[config.mk]
export PLATFORM = sky130hd
export DESIGN_NAME = button_conditioner
export DESIGN_NICKNAME = d
export VERILOG_FILES = /design/src/rtl/input_pkg.sv /design/src/rtl/debounce_channel.sv /design/src/rtl/button_conditioner.sv
export SDC_FILE = /design/constraint.sdc
export NUM_CORES = 1
export LEC_CHECK = 0
export BUFFER_PORTS_ARGS = -buffer_cell sky130_fd_sc_hd__buf_2
export CORE_MARGIN = 2
export CORE_UTILIZATION = 67
export CTS_CLUSTER_SIZE = 14
export DETAILED_ROUTE_END_ITERATION = 10
export GPL_TIMING_DRIVEN = 0
export PLACE_DENSITY = 0.89
export REMOVE_ABC_BUFFERS = 1
export SLEW_MARGIN = 20
export SYNTH_ARGS = -nofsm -noshare
export SYNTH_HDL_FRONTEND = slang
export SYNTH_SLANG_ARGS = --single-unit
[constraint.sdc]
create_clock -name clk -period 4.25 [get_ports clk]
set_input_delay 0.85 -clock clk [delete_from_list [all_inputs] [get_ports clk]]
set_output_delay 0.85 -clock clk [all_outputs]
set_load 0.05 [all_outputs]
[src/rtl/input_pkg.sv]
`default_nettype none
// ============================================================================
//  Module      : input_pkg
//  Description : Shared constants for the push-button input stage: button
//                indices, channel count and default 100 MHz timing values.
//  Revision    : 1.0 - initial release
// ============================================================================
package input_pkg;

    // Bit positions inside btn_raw / btn_level, order {s,r,l,d,u}
    localparam int BTN_U    = 0;
    localparam int BTN_D    = 1;
    localparam int BTN_L    = 2;
    localparam int BTN_R    = 3;
    localparam int BTN_S    = 4;
    localparam int NUM_BTNS = 5;

    // Default timing at 100 MHz: 10 ms debounce, 400 ms first repeat, 100 ms repeat
    localparam int DEFAULT_DB_CYCLES     = 1_000_000;
    localparam int DEFAULT_REPEAT_DELAY  = 40_000_000;
    localparam int DEFAULT_REPEAT_PERIOD = 10_000_000;

    // Larger of two integers, used when sizing counters at elaboration
    function automatic int max_int(input int a, input int b);
        return (a > b) ? a : b;
    endfunction

endpackage : input_pkg
`default_nettype wire

[src/rtl/debounce_channel.sv]
`default_nettype none
// ============================================================================
//  Module      : debounce_channel
//  Description : One button channel: two-flop synchroniser, debounce counter,
//                debounced level and registered one-cycle press pulse.
//                When BTN_AUTOREPEAT_EN is defined and REPEAT_ALLOWED is 1,
//                a held button also produces auto-repeat pulses.
//  Revision    : 1.0 - initial release
// ============================================================================
module debounce_channel
    import input_pkg::*;
#(
    parameter int DB_CYCLES      = DEFAULT_DB_CYCLES,
    parameter int REPEAT_DELAY   = DEFAULT_REPEAT_DELAY,
    parameter int REPEAT_PERIOD  = DEFAULT_REPEAT_PERIOD,
    parameter int REPEAT_ALLOWED = 1
) (
    input  logic clk,
    input  logic rst,       // asynchronous, active-low
    input  logic btn_raw,
    output logic level,
    output logic pulse
);

    localparam int                c_db_w    = $clog2(DB_CYCLES);
    localparam logic [c_db_w-1:0] c_db_last = c_db_w'(DB_CYCLES - 1);

    // Elaboration-time guards on the configuration
    if (DB_CYCLES < 2) begin : g_chk_db
        $error("debounce_channel: DB_CYCLES must be >= 2");
    end
    if ((REPEAT_DELAY < 1) || (REPEAT_PERIOD < 1) ||
        (REPEAT_ALLOWED < 0) || (REPEAT_ALLOWED > 1)) begin : g_chk_rep
        $error("debounce_channel: illegal repeat configuration");
    end

    logic              r_meta;
    logic              r_sync;
    logic              r_level;
    logic              r_pulse;
    logic [c_db_w-1:0] r_db_cnt;
    logic              w_differ;
    logic              w_flip;
    logic              w_rise;
    logic              w_rep_hit;

    assign w_differ = (r_sync != r_level);
    assign w_flip   = w_differ && (r_db_cnt == c_db_last);
    assign w_rise   = w_flip && r_sync;

    // Two-flop synchroniser for the asynchronous button input
    always_ff @(posedge clk or negedge rst) begin
        if (!rst) begin
            r_meta <= 1'b0;
            r_sync <= 1'b0;
        end else begin
            r_meta <= btn_raw;
            r_sync <= r_meta;
        end
    end

    // Level flips only after DB_CYCLES consecutive disagreeing samples
    always_ff @(posedge clk or negedge rst) begin
        if (!rst) begin
            r_db_cnt <= '0;
            r_level  <= 1'b0;
        end else if (!w_differ) begin
            r_db_cnt <= '0;
        end else if (w_flip) begin
            r_db_cnt <= '0;
            r_level  <= r_sync;
        end else begin
            r_db_cnt <= r_db_cnt + c_db_w'(1);
        end
    end

`ifdef BTN_AUTOREPEAT_EN
    if (REPEAT_ALLOWED != 0) begin : g_repeat
        localparam int c_rep_w = $clog2(max_int(max_int(REPEAT_DELAY, REPEAT_PERIOD), 2));
        localparam logic [c_rep_w-1:0] c_delay_last  = c_rep_w'(REPEAT_DELAY - 1);
        localparam logic [c_rep_w-1:0] c_period_last = c_rep_w'(REPEAT_PERIOD - 1);

        logic [c_rep_w-1:0] r_rep_cnt;
        logic               r_rep_first;
        logic               w_hold;

        // Held = level is 1 and is not falling on this edge, so the release
        // edge can never carry a repeat pulse
        assign w_hold    = r_level && !(w_flip && !r_sync);
        assign w_rep_hit = w_hold && (r_rep_first ? (r_rep_cnt == c_delay_last)
                                                  : (r_rep_cnt == c_period_last));

        // Repeat timer: idle at zero while released, counts from the press pulse
        always_ff @(posedge clk or negedge rst) begin
            if (!rst) begin
                r_rep_cnt   <= '0;
                r_rep_first <= 1'b1;
            end else if (!w_hold) begin
                r_rep_cnt   <= '0;
                r_rep_first <= 1'b1;
            end else if (w_rep_hit) begin
                r_rep_cnt   <= '0;
                r_rep_first <= 1'b0;
            end else begin
                r_rep_cnt   <= r_rep_cnt + c_rep_w'(1);
            end
        end
    end else begin : g_no_repeat
        assign w_rep_hit = 1'b0;
    end
`else
    assign w_rep_hit = 1'b0;
`endif

    // Registered pulse: one cycle on the 0->1 level edge, plus any repeats
    always_ff @(posedge clk or negedge rst) begin
        if (!rst) begin
            r_pulse <= 1'b0;
        end else begin
            r_pulse <= w_rise | w_rep_hit;
        end
    end

    assign level = r_level;
    assign pulse = r_pulse;

endmodule : debounce_channel
`default_nettype wire

[src/rtl/button_conditioner.sv]
`default_nettype none
// ============================================================================
//  Module      : button_conditioner
//  Description : Conditions the five raw push-buttons {s,r,l,d,u}: each is
//                synchronised, debounced and turned into a one-cycle press
//                pulse; debounced levels are exported for diagnostics.
//                Optional feature macro: BTN_AUTOREPEAT_EN (auto-repeat on
//                u/d/l/r while held; select never repeats).
//  Revision    : 1.0 - initial release
// ============================================================================
module button_conditioner
    import input_pkg::*;
#(
    parameter int DB_CYCLES     = DEFAULT_DB_CYCLES,
    parameter int REPEAT_DELAY  = DEFAULT_REPEAT_DELAY,
    parameter int REPEAT_PERIOD = DEFAULT_REPEAT_PERIOD
) (
    input  logic                clk,
    input  logic                rst,        // asynchronous, active-low
    input  logic [NUM_BTNS-1:0] btn_raw,
    output logic                pulse_u,
    output logic                pulse_d,
    output logic                pulse_l,
    output logic                pulse_r,
    output logic                pulse_s,
    output logic [NUM_BTNS-1:0] btn_level
);

    logic [NUM_BTNS-1:0] w_pulse;

    // Five identical, independent channels; only select is barred from repeating
    for (genvar gi = 0; gi < NUM_BTNS; gi++) begin : g_chan
        debounce_channel #(
            .DB_CYCLES      (DB_CYCLES),
            .REPEAT_DELAY   (REPEAT_DELAY),
            .REPEAT_PERIOD  (REPEAT_PERIOD),
            .REPEAT_ALLOWED ((gi == BTN_S) ? 0 : 1)
        ) u_chan (
            .clk     (clk),
            .rst     (rst),
            .btn_raw (btn_raw[gi]),
            .level   (btn_level[gi]),
            .pulse   (w_pulse[gi])
        );
    end

    assign pulse_u = w_pulse[BTN_U];
    assign pulse_d = w_pulse[BTN_D];
    assign pulse_l = w_pulse[BTN_L];
    assign pulse_r = w_pulse[BTN_R];
    assign pulse_s = w_pulse[BTN_S];

endmodule : button_conditioner
`default_nettype wire

==> reports/results.ini <==
[global_route]
grt_pass1_wl_um = 20200
grt_antenna_before_repair = 0
grt_overflow = 0
track_usage_pct = 28.6
grt_pass1_vias = 4272
grt_max_degree = 70

[sta]
finalSetupTns_ns = 0
layout_setup_ws_ns = 1.87
finClkSkew_ns = 0.00792
finalHoldViolCount = 0
worst_slew_pin_slew_ns = 1.02
clock.fmax_mhz = 420
rsz0062_at_grt = false
maxSlewHeadroom_pct = 31.5
min_period_over_period_pct = 56.0
maxSlewViolCount = 0
fin_crit_ns = 2.38
setup_violations = 0

[yosys]
yosysWarnings = 0
ys.flop_type = dfrtp_1
synthMuxAreaShare_pct = 0.984
synth_fa_ha_area_share_pct = 1.09
synth_cells = 561
synthArstFlopShare_pct = 100
synth-compound-area-share_pct = 5.88
synth-edff-count = 0
yosys_register_bits = 120
ys_seq_area_share_pct = 52.5
synth.avg_cell_area_um2 = 10.2
synth-xor-area-share_pct = 10.7
syn-cell-area_mm2 = 0.00572
synth-simple-area-share_pct = 25.8
synth_top_family_by_area = simple AND/OR/NAND/NOR gates
ys_types = 37

[place]
io_buffer_count = 16
place_congestion = 0.840
hpwl_um = 7360
dp.cells = 664
preCtsSetupSlack_ns = 1.89

[cells_and_area]
syn_to_final_growth_pct = 12.9
drive_gt1_share_pct = 12.7
finalNetCount = 590
fin_cells = 696
num_antenna_cells = 0

[floorplanning]
row_count = 33
core_mm2 = 0.00826
initial_core_util_pct = 69.3
io_pins = 17
die_y_um = 96.4
dieWidth_um = 96.4
die-area_mm2 = 0.00930

[worst_setup_path]
path_class = reg2reg
path_buf_inv = 0
critPathLaunchType = flip-flop
crit_slowest_cell = o41ai_4
end_kind = flip-flop
max_stage_delay_ns = 1.07
critPathRequiredTime_ns = 4.60
critPathTopFamily = compound AO/OA/AOI/OAI gates
path_max_fanout = 19
critical_path_arrival_ns = 2.73
cp_cell_sequence = ha_1 > nand3_1 > o41ai_4 > nor2_1

[clock_tree]
postCtsHoldBufs = 0
root_buffer = clkbuf_8
clkSlewWorstSetupHoldPaths_ns = 0.06
cts_tree = built
clockBufferDepth = 2
numCtsBuffers = 17
cts_max_level = 4
insertion_delay_ns = 0.52
cts.sinks = 120
post_cts_resized = 0
postCtsSetupRepairBufs = 0

[power_and_ir_drop]
combPwrFrac_pct = 2.8
vdd_drop_max_uv = 261
pwr-share-clk_pct = 50.9
pwr_density_cell_mw_per_mm2 = 392
p_int_mw = 1.93
p_sw_share_pct = 23.7
switchingPower_uw = 601
p_leak_nw = 2.66
seqPwrFrac_pct = 46.3

[routing]
dr.pass1.iters = 5
drt_wl_total_um = 11800
routedWlPerCell_um = 17.0
viasPerCell = 6.17
ant_nets = 0
drtIter0Drc = 210
drt_drc_violations_left = 0
num_vias = 4297

[run_status]
status = completed

[hold_path]
min_path_type = in2async

[flow_run]
drv_cap = 0

[cell usage after synthesis, drive strengths merged, types with 6 or more instances]
| cell type | instances | area share [%] |
|---|---|---|
| or2 | 7 | 0.77 |
| nor3 | 18 | 1.6 |
| nand4 | 21 | 2.8 |
| o31ai | 16 | 2.1 |
| nor4b | 6 | 0.92 |
| a21oi | 25 | 2.2 |
| and4 | 7 | 1.1 |
| nor4 | 15 | 1.6 |
| inv | 20 | 1.3 |
| nor2 | 76 | 5.0 |
| or3 | 14 | 1.5 |
| or4 | 16 | 2.1 |
| nand2 | 36 | 2.4 |
| buf | 12 | 1.3 |
| clkbuf | 7 | 0.46 |
| xor2 | 29 | 4.4 |
| dfrtp | 120 | 52 |
| xnor2 | 41 | 6.3 |
| nand3 | 31 | 2.7 |
| o21ai | 11 | 0.96 |
[cell usage in the layout, fill, tap and decap left out, types with 18 or more instances in the layout]
cell and count:
xnor2_1 41, a21oi_1 25, dfrtp_1 120, inv_1 20
xor2_1 29, nor3_1 18, nand2_1 36, nor2_1 76
nand3_1 31
[per-stage QoR]
stage                     instance area, um^2  total power, mW  util, %  hold WS [ns]
after floorplan                          5620             1.22        -         0.331
after global placement                   5840             1.26     70.7         0.331
after detailed placement                 5920             1.27     71.7         0.336
after CTS                                6460             2.55     78.3         0.284
after global routing                     6460             2.62     78.3         0.291
final                                    6460             2.53     78.3         0.272
[worst reg2reg max path, stage by stage, from the launching register on]
cell and delay, ns:
dfrtp_1 0.39, ha_1 0.21, nand3_1 0.36, o41ai_4 1.07, nor2_1 0.18
[routing by layer]
layer | track usage (%) | part of all wire (%) | vias to the layer above
li1 | - | - | 2022
met1 | 35.7 | 42 | 2113
met2 | 48.3 | 52 | 135
met3 | 7.21 | 4.3 | 27
met4 | 10.9 | 1.9 | 0
met5 | 0 | 0 | -
[kinds of logic after synthesis]
kind of cell | after synthesis
fa+ha+maj | 5
mux | 5
simple gates | 268
compound gates | 54
buf+inv | 39
xor+xnor | 70
flops | 120
[final timing paths]
kind,end,slack (ns),cells after the start,from
min in group clk,g_chan[1].u_chan.r_sync,0.35,0,g_chan[1].u_chan.r_meta
worst min register to register,g_chan[1].u_chan.r_sync,0.35,0,g_chan[1].u_chan.r_meta
max in group asynchronous,g_chan[3].u_chan.r_db_cnt[13],3.30,2,rst
worst max-delay path,g_chan[4].u_chan.r_db_cnt[10],1.87,4,g_chan[4].u_chan.r_db_cnt[0]
worst min-delay path,g_chan[1].u_chan.pulse,0.27,1,rst
worst max register to register,g_chan[4].u_chan.r_db_cnt[10],1.87,4,g_chan[4].u_chan.r_db_cnt[0]
[cell type report]
| type | count | area, um^2 |
|---|---|---|
| flip-flops and latches | 120 | 3000 |
| well taps | 105 | 131 |
| inverters | 20 | 75.1 |
| multi-input cells | 402 | 2600 |
| repair buffers | 17 | 114 |
| fillers | 516 | 1790 |
| clock buffers | 20 | 445 |
| clock inverters | 12 | 93.8 |
[state kept, by name, indices dropped and copies added (netlist names)]
register                count
g_chan.u_chan.level         5
g_chan.u_chan.pulse         5
g_chan.u_chan.r_db_cnt    100
g_chan.u_chan.r_meta        5
g_chan.u_chan.r_sync        5
[power groups by stage]
stage	registers, mW	logic, mW	clock network (mW)
final	1.17	0.0716	1.29
after global routing	1.18	0.0823	1.36
after CTS	1.17	0.0744	1.30
after detailed placement	1.19	0.0724	0
after global placement	1.19	0.0629	0
after floorplan	1.19	0.0314	0
No activity file was read; power rests on OpenSTA's default activity.
